File: src/rtl/regfile_wb_arbiter.sv
// Write-port owner for the 32x32 register file: init sweep (reg[i]=i) after reset,
// then round-robin arbitration between ALU (A) and load (B) writeback requesters.
module regfile_wb_arbiter #(
  parameter int NUM_REGS = 32,
  parameter int AW       = 5,
  parameter int DW       = 32,
  parameter bit INIT_EN  = 1'b1
) (
  input  logic          clk,
  input  logic          rst,
  input  logic          a_valid,
  output logic          a_ready,
  input  logic [AW-1:0] a_reg,
  input  logic [DW-1:0] a_data,
  input  logic          b_valid,
  output logic          b_ready,
  input  logic [AW-1:0] b_reg,
  input  logic [DW-1:0] b_data,
  output logic          RegWrite,
  output logic [AW-1:0] write_reg,
  output logic [DW-1:0] write_data,
  output logic          init_done
);

  typedef enum logic {S_INIT, S_RUN} state_t;

  localparam state_t        RST_STATE = INIT_EN ? S_INIT : S_RUN;
  localparam logic [AW-1:0] CNT_LAST  = AW'(NUM_REGS - 1);

  state_t        state, state_nxt;
  logic [AW-1:0] cnt;
  logic          last_b;      // 1: most recent transfer went to B
  logic          sweep_last;
  logic          a_xfer, b_xfer;

  assign sweep_last = (cnt == CNT_LAST);
  assign a_xfer     = a_valid & a_ready;
  assign b_xfer     = b_valid & b_ready;

  // State register
  always_ff @(posedge clk or negedge rst) begin
    if (!rst) state <= RST_STATE;
    else      state <= state_nxt;
  end

  // Next-state logic; RUN is terminal until reset
  always_comb begin
    state_nxt = state;
    case (state)
      S_INIT:  if (sweep_last) state_nxt = S_RUN;
      S_RUN:   state_nxt = S_RUN;
      default: state_nxt = RST_STATE;
    endcase
  end

  // Output logic: combinational grant, the non-last requester wins a tie
  always_comb begin
    a_ready = 1'b0;
    b_ready = 1'b0;
    if (state == S_RUN) begin
      a_ready = a_valid & (~b_valid | last_b);
      b_ready = b_valid & (~a_valid | ~last_b);
    end
  end

  // Registered write port, sweep counter and fairness pointer
  always_ff @(posedge clk or negedge rst) begin
    if (!rst) begin
      cnt        <= '0;
      last_b     <= 1'b1;
      RegWrite   <= 1'b0;
      write_reg  <= '0;
      write_data <= '0;
      init_done  <= ~INIT_EN;
    end else if (state == S_INIT) begin
      RegWrite   <= 1'b1;
      write_reg  <= cnt;
      write_data <= DW'(cnt);
      cnt        <= cnt + 1'b1;
      if (sweep_last) init_done <= 1'b1;
    end else if (a_xfer) begin
      // r0 writes are consumed but never enabled, keeping r0 at zero
      RegWrite   <= (a_reg != '0);
      write_reg  <= a_reg;
      write_data <= a_data;
      last_b     <= 1'b0;
    end else if (b_xfer) begin
      RegWrite   <= (b_reg != '0);
      write_reg  <= b_reg;
      write_data <= b_data;
      last_b     <= 1'b1;
    end else begin
      RegWrite   <= 1'b0;
    end
  end

endmodule

File: config.mk
export PLATFORM = sky130hd
export DESIGN_NAME = regfile_wb_arbiter
export DESIGN_NICKNAME = d
export VERILOG_FILES = /design/src/rtl/regfile_wb_arbiter.sv
export SDC_FILE = /design/constraint.sdc
export NUM_CORES = 1
export LEC_CHECK = 0
export CORE_AREA = 2 2 99 101
export CTS_CLUSTER_DIAMETER = 120
export DETAILED_ROUTE_END_ITERATION = 10
export DIE_AREA = 0 0 101 103
export HOLD_SLACK_MARGIN = 0.15
export PLACE_DENSITY = 0.65
export SYNTH_ARGS = -nofsm -noshare
export SYNTH_HDL_FRONTEND = slang
export SYNTH_SLANG_ARGS = --single-unit
File: constraint.sdc
create_clock -name clk -period 2.1 [get_ports clk]
set_input_delay 0.42 -clock clk [delete_from_list [all_inputs] [get_ports clk]]
set_output_delay 0.42 -clock clk [all_outputs]
set_load 0.03 [all_outputs]
==> impl_metrics.tcl, run 1 <==
set metrics [dict create \
    min_period_ns 1.90 \
    hpwl_um 5890 \
    max_stage_delay_ns 0.41 \
    placed_area_mm2 0.00409 \
    path_class "primary input to output port" \
    leakagePower_nw 1.75 \
    die_h_um 103 \
    min_path_type "flip-flop to flip-flop" \
    powerDensity_mw_per_mm2 663 \
    endpoint_kind "output port" \
    rows 36 \
    nets 460 \
    seqCellArea_mm2 0.00115 \
    syn_area_mm2 0.00273 \
    cts_resized 0 \
    syn_avg_cell_area_um2 10.4 \
    fill_cells 912 \
    setup-tns-final_ns 0 \
    clockBufferDepth 2 \
    synth-seq-area-share 0.422 \
    finalHoldViolCount 0 \
    async_flop_share 1.00 \
    whs_path_depth 1 \
    yosysWarnings 0 \
    overflow 0 \
    firstDrtPassIters 4 \
    r2r-start "state" \
    r2r_cells 5 \
    worstMarginPinSlew_ns 0.517 \
    ir_drop_v 0.000270 \
    grt_pass1_wl_um 12800 \
    dieArea_mm2 0.0104 \
    critPathRequiredTime_ns 1.68 \
    dr_total_vias 2467 \
    place.gp.congestion 0.811 \
    holdBufCountCts 1 \
    drc_errors 0 \
    synth_flop_cell "dfrtp_1" \
    antenna_found_initial 0 \
    layout_commonest_cell "clkdlybuf4s50_1" \
    largest_reg_flops 32 \
    grt_pass1_vias 2464 \
    ys_types 33 \
    rsz0062_at_grt "false" \
    cp.arrival_ns 1.48 \
    io_buffers 118 \
    die_x_um 101 \
    synth_edf_count 0 \
    fin_area_mm2 0.00424 \
    total_power_w 0.00281 \
    wl_per_cell_um 16.4 \
    cts_tree "built" \
    antenna_left 0 \
    cts_buffers 5 \
    antenna_cells 0 \
    insertion_delay_ns 0.30 \
    cp_common_cell "and2_2" \
    slew_headroom 0.655 \
    clkTransAtPathRegs_ns 0.10 \
    htree_levels 2 \
    wl_um 8110 \
    worstHoldStart "cnt[3]" \
    slowest_stage "clkdlybuf4s50_1" \
    drive_gt1_frac 0.152 \
    synth-seq-cells 46 \
    cts_num_sinks 46 \
    status "finished clean" \
    core_mm2 0.00946 \
    cts_setup_buffers 0 \
    setup_violations 0 \
    drv_slew 0 \
    worstSetupStartpoint "a_valid" \
    grt_start_max_net_pins 47 \
    syn_inst 262 \
    final_cell_mix "115 x clkdlybuf4s50_1, 65 x nand2_1, 47 x nand3_1" \
    start_kind "primary input" \
    vias_per_cell 4.98 \
    drv_cap 0 \
    globalRouteTotalUtil 0.155 \
    fin_crit_sh 0.905 \
    fin_skew_ns 0.0127 \
    ios 119 \
    cp_cell_sequence "clkdlybuf4s50_1, and2_2, and2_2, buf_4" \
    area_growth_pct 55.1 \
    multi_input_area_mm2 0.00143 \
    start_util 0.289 \
    fmaxAchievable_mhz 526 \
    drt_iter0_markers 75 \
    cts_root_buffer "clkbuf_8" \
    synth_nets 342 \
    worstPathMaxFanout 7 \
]
[cell families after synthesis]
group           Yosys count  share of synthesized area
simple gates            129                      0.219
compound gates           52                      0.273
flops                    46                      0.422
buf+inv                  28                     0.0591
xor+xnor                  3                    0.00962
mux                       2                    0.00824
fa+ha+maj                 2                    0.00916
[per-layer routing]
metal  GRT usage  share of wire  up-vias
met2       0.271           0.49       85
met1       0.205           0.45     1195
met4      0.0218         0.0033        0
li1            -              -     1183
met5           0              0        -
met3      0.0298          0.058        4
[synthesized netlist by cell type (all sizes together), types with 2 or more instances]
cell type | count | area, um^2
a21oi | 10 | 50.1
a211o | 9 | 78.8
or4 | 2 | 15.0
inv | 3 | 11.3
clkbuf | 10 | 37.5
buf | 15 | 113
nor2b | 6 | 37.5
and2 | 2 | 12.5
nand2 | 65 | 244
mux2 | 2 | 22.5
dfrtp | 45 | 1130
nand3 | 47 | 235
xnor2 | 3 | 26.3
o211ai | 2 | 15.0
ha | 2 | 25.0
nor2 | 2 | 10.0
nand2b | 2 | 12.5
o311ai | 27 | 569
[final cells by class]
class | count | area share
Clock inverter | 2 | 0.0142
Inverter | 3 | 0.00266
Clock buffer | 6 | 0.0195
Multi-Input combinational cell | 188 | 0.337
Sequential cell | 46 | 0.272
Tap cell | 114 | 0.0337
Timing Repair Buffer | 136 | 0.321
[worst max-delay path, delay by kind of cell]
family / cells / cell delay, ns
buf+inv: 2 / 0.60
simple gates: 2 / 0.45
[per-stage QoR]
stage	std cells	utilization	worst slack, ns	hold slack (ns)
final	495	0.448	0.200	0.491
after floorplan	262	-	0.597	0.124
after global placement	486	0.432	0.140	0.323
after CTS	495	0.448	0.191	0.495
after global routing	495	0.448	0.146	0.525
after detailed placement	486	0.432	0.123	0.320
[power breakdown]
group          internal (W)  leakage, nW  total [W]  switching [W]
registers          0.000981        0.549    0.00103      0.0000519
logic              0.000466         1.13   0.000957       0.000491
clock network      0.000508       0.0714   0.000822       0.000314
[path summary, 6_finish.rpt]
check / end / slack (ns)
max: a_ready / 0.20
min: cnt[3] / 0.49
max reg2reg: write_data[25] / 0.59
min reg2reg: cnt[3] / 0.49
max in group asynchronous: last_b / 0.99
min in group asynchronous: write_data[22] / 0.54
Power figures use the tool's default switching activity.
==> run 2, diff against run 1 <==
--- a/config.mk
+++ b/config.mk
@@ -11,6 +11,7 @@
 export DIE_AREA = 0 0 101 103
 export HOLD_SLACK_MARGIN = 0.15
 export PLACE_DENSITY = 0.65
+export SETUP_SLACK_MARGIN = 0.02
 export SYNTH_ARGS = -nofsm -noshare
 export SYNTH_HDL_FRONTEND = slang
 export SYNTH_SLANG_ARGS = --single-unit
==> results of run 2 <==
No change in the layout: final DEF, timing and power equal those of run 1.
==> run 3, diff against run 2 <==
--- a/config.mk
+++ b/config.mk
@@ -5,12 +5,12 @@
 export SDC_FILE = /design/constraint.sdc
 export NUM_CORES = 1
 export LEC_CHECK = 0
-export CORE_AREA = 2 2 99 101
+export CORE_AREA = 2 2 83 85
 export CTS_CLUSTER_DIAMETER = 120
 export DETAILED_ROUTE_END_ITERATION = 10
-export DIE_AREA = 0 0 101 103
+export DIE_AREA = 0 0 85 87
 export HOLD_SLACK_MARGIN = 0.15
-export PLACE_DENSITY = 0.65
+export PLACE_DENSITY = 0.86
 export SETUP_SLACK_MARGIN = 0.02
 export SYNTH_ARGS = -nofsm -noshare
 export SYNTH_HDL_FRONTEND = slang
==> run 3 against run 2 <==
Against the previous run: total power down 9.7%; die area down 29%; largest cell class unchanged; worst setup slack worse by 0.012 ns; combinational power decreased by 2%; highest routed layer unchanged; sequential share of layout area grew 0.99 points.
==> impl_metrics.tcl, run 3 (synthesized netlist as in run 1, its figures left out) <==
set metrics [dict create \
    finalHoldViolCount 0 \
    max_stage_delay_ns 0.47 \
    drv_slew 0 \
    fin_crit_sh 0.910 \
    setup_ws_ns 0.188 \
    path_class "primary input to output port" \
    cts_root_buffer "clkbuf_8" \
    globalRouteTotalUtil 0.215 \
    min_period_ns 1.91 \
    dieArea_mm2 0.00740 \
    io_buffers 118 \
    clkTransAtPathRegs_ns 0.09 \
    antenna_left 0 \
    fill_cells 509 \
    insertion_delay_ns 0.30 \
    slowest_stage "clkdlybuf4s50_1" \
    wl_um 7570 \
    grt_pass1_wl_um 12600 \
    fmaxAchievable_mhz 523 \
    slew_headroom 0.651 \
    setup-tns-final_ns 0 \
    start_kind "primary input" \
    cp_cell_sequence "clkdlybuf4s50_1, and2_2, and2_2, buf_4" \
    seqCellArea_mm2 0.00115 \
    largest_reg_flops 32 \
    grt_use_met1 0.285 \
    status "finished clean" \
    multi_input_area_mm2 0.00143 \
    drv_cap 0 \
    timing.hold.ws_ns 0.491 \
    drive_gt1_frac 0.141 \
    fin_skew_ns 0.00622 \
    cts_setup_buffers 0 \
    htree_levels 2 \
    rsz0062_at_grt "false" \
    powerDensity_mw_per_mm2 621 \
    cp_common_cell "and2_2" \
    final_cell_mix "115 x clkdlybuf4s50_1, 65 x nand2_1, 47 x nand3_1" \
    hpwl_um 5290 \
    core_mm2 0.00657 \
    antenna_cells 0 \
    vias_per_cell 5.47 \
    dpl.cell_count 448 \
    layout_commonest_cell "clkdlybuf4s50_1" \
    critPathRequiredTime_ns 1.68 \
    die_x_um 85 \
    busiest_layer "met2" \
    cts_tree "built" \
    met3_usage 0.0398 \
    area_growth_pct 49.6 \
    grt_pass1_vias 2534 \
    post-route-util 0.622 \
    rows 30 \
    ir_drop_v 0.000418 \
    setup_violations 0 \
    cts_buffers 5 \
    worstMarginPinSlew_ns 0.523 \
    endpoint_kind "output port" \
    grtUsageMet2 0.369 \
    leakagePower_nw 1.70 \
    worstPathMaxFanout 9 \
    drt_iter0_markers 125 \
    cp.arrival_ns 1.49 \
    min_path_type "flip-flop to flip-flop" \
    overflow 0 \
    wl_per_cell_um 16.6 \
    die_h_um 87 \
    clockBufferDepth 2 \
    ios 119 \
    cts_num_sinks 46 \
    drc_errors 0 \
    cts_resized 0 \
    nets 456 \
    dr_total_vias 2498 \
    start_util 0.416 \
    post_layout_nonfiller_instances 457 \
    firstDrtPassIters 4 \
    grt_start_max_net_pins 48 \
    place_ws_ns 0.115 \
    place.gp.congestion 0.783 \
    antenna_found_initial 0 \
]
-- run 3: cell count changes in the layout (fill, tap and decap cells not counted) --
| cell | before | now |
|---|---|---|
| buf_4 | 15 | 13 |
| buf_12 | 4 | 2 |
| clkbuf_1 | 0 | 1 |
| clkinv_2 | 0 | 1 |
| bufinv_16 | 2 | 0 |
-- run 3: path summary, 6_finish.rpt --
check | start | endpoint | slack [ns] | depth (start not counted)
max in group asynchronous | rst | last_b | 0.87 | 3
worst max-delay path | a_valid | a_ready | 0.19 | 4
min in group asynchronous | rst | write_reg[4] | 0.63 | 2
worst min register to register | cnt[3] | cnt[3] | 0.49 | 1
worst min-delay path | cnt[3] | cnt[3] | 0.49 | 1
worst max register to register | state | write_data[10] | 0.45 | 5
-- run 3: routing by layer --
metal	routed length, um	vias to the layer above
met3	435	7
met2	3880	90
met1	3190	1226
li1	-	1175
met5	0	-
met4	66	0
-- run 3: where the power goes --
part           internal (W)  switching, W  total (W)  leakage, nW
Sequential         0.000982     0.0000529    0.00103        0.549
Clock              0.000266      0.000299   0.000565       0.0482
Combinational      0.000453      0.000486   0.000939         1.10
Total               0.00170      0.000838    0.00254         1.70
-- run 3: layout make-up --
| cell class | instances | area share |
|---|---|---|
| clock inverter | 1 | 0.00122 |
| multi-input combinational | 188 | 0.349 |
| sequential | 46 | 0.282 |
| clock buffer | 7 | 0.0211 |
| tap | 80 | 0.0245 |
| inverter | 3 | 0.00275 |
| timing repair buffer | 132 | 0.319 |
-- run 3: per-stage QoR --
step / total power (W) / area [um^2]
2_1_floorplan: 0.00157 / 2730
3_3_place_gp: 0.00197 / 3990
3_5_place_dp: 0.00199 / 3990
4_1_cts: 0.00256 / 4090
5_1_grt: 0.00265 / 4090
6_report: 0.00254 / 4090
-- run 3: critical path: cells and delay by family --
kind	cells	cell delay, ns
buf+inv	2	0.67
simple gates	2	0.40
-- run 3: what timing repair did --
action,4_1_cts,5_1_grt
hold buffers,1,0
endpoints found under the hold margin,20,0
endpoints found under the setup margin,0,0
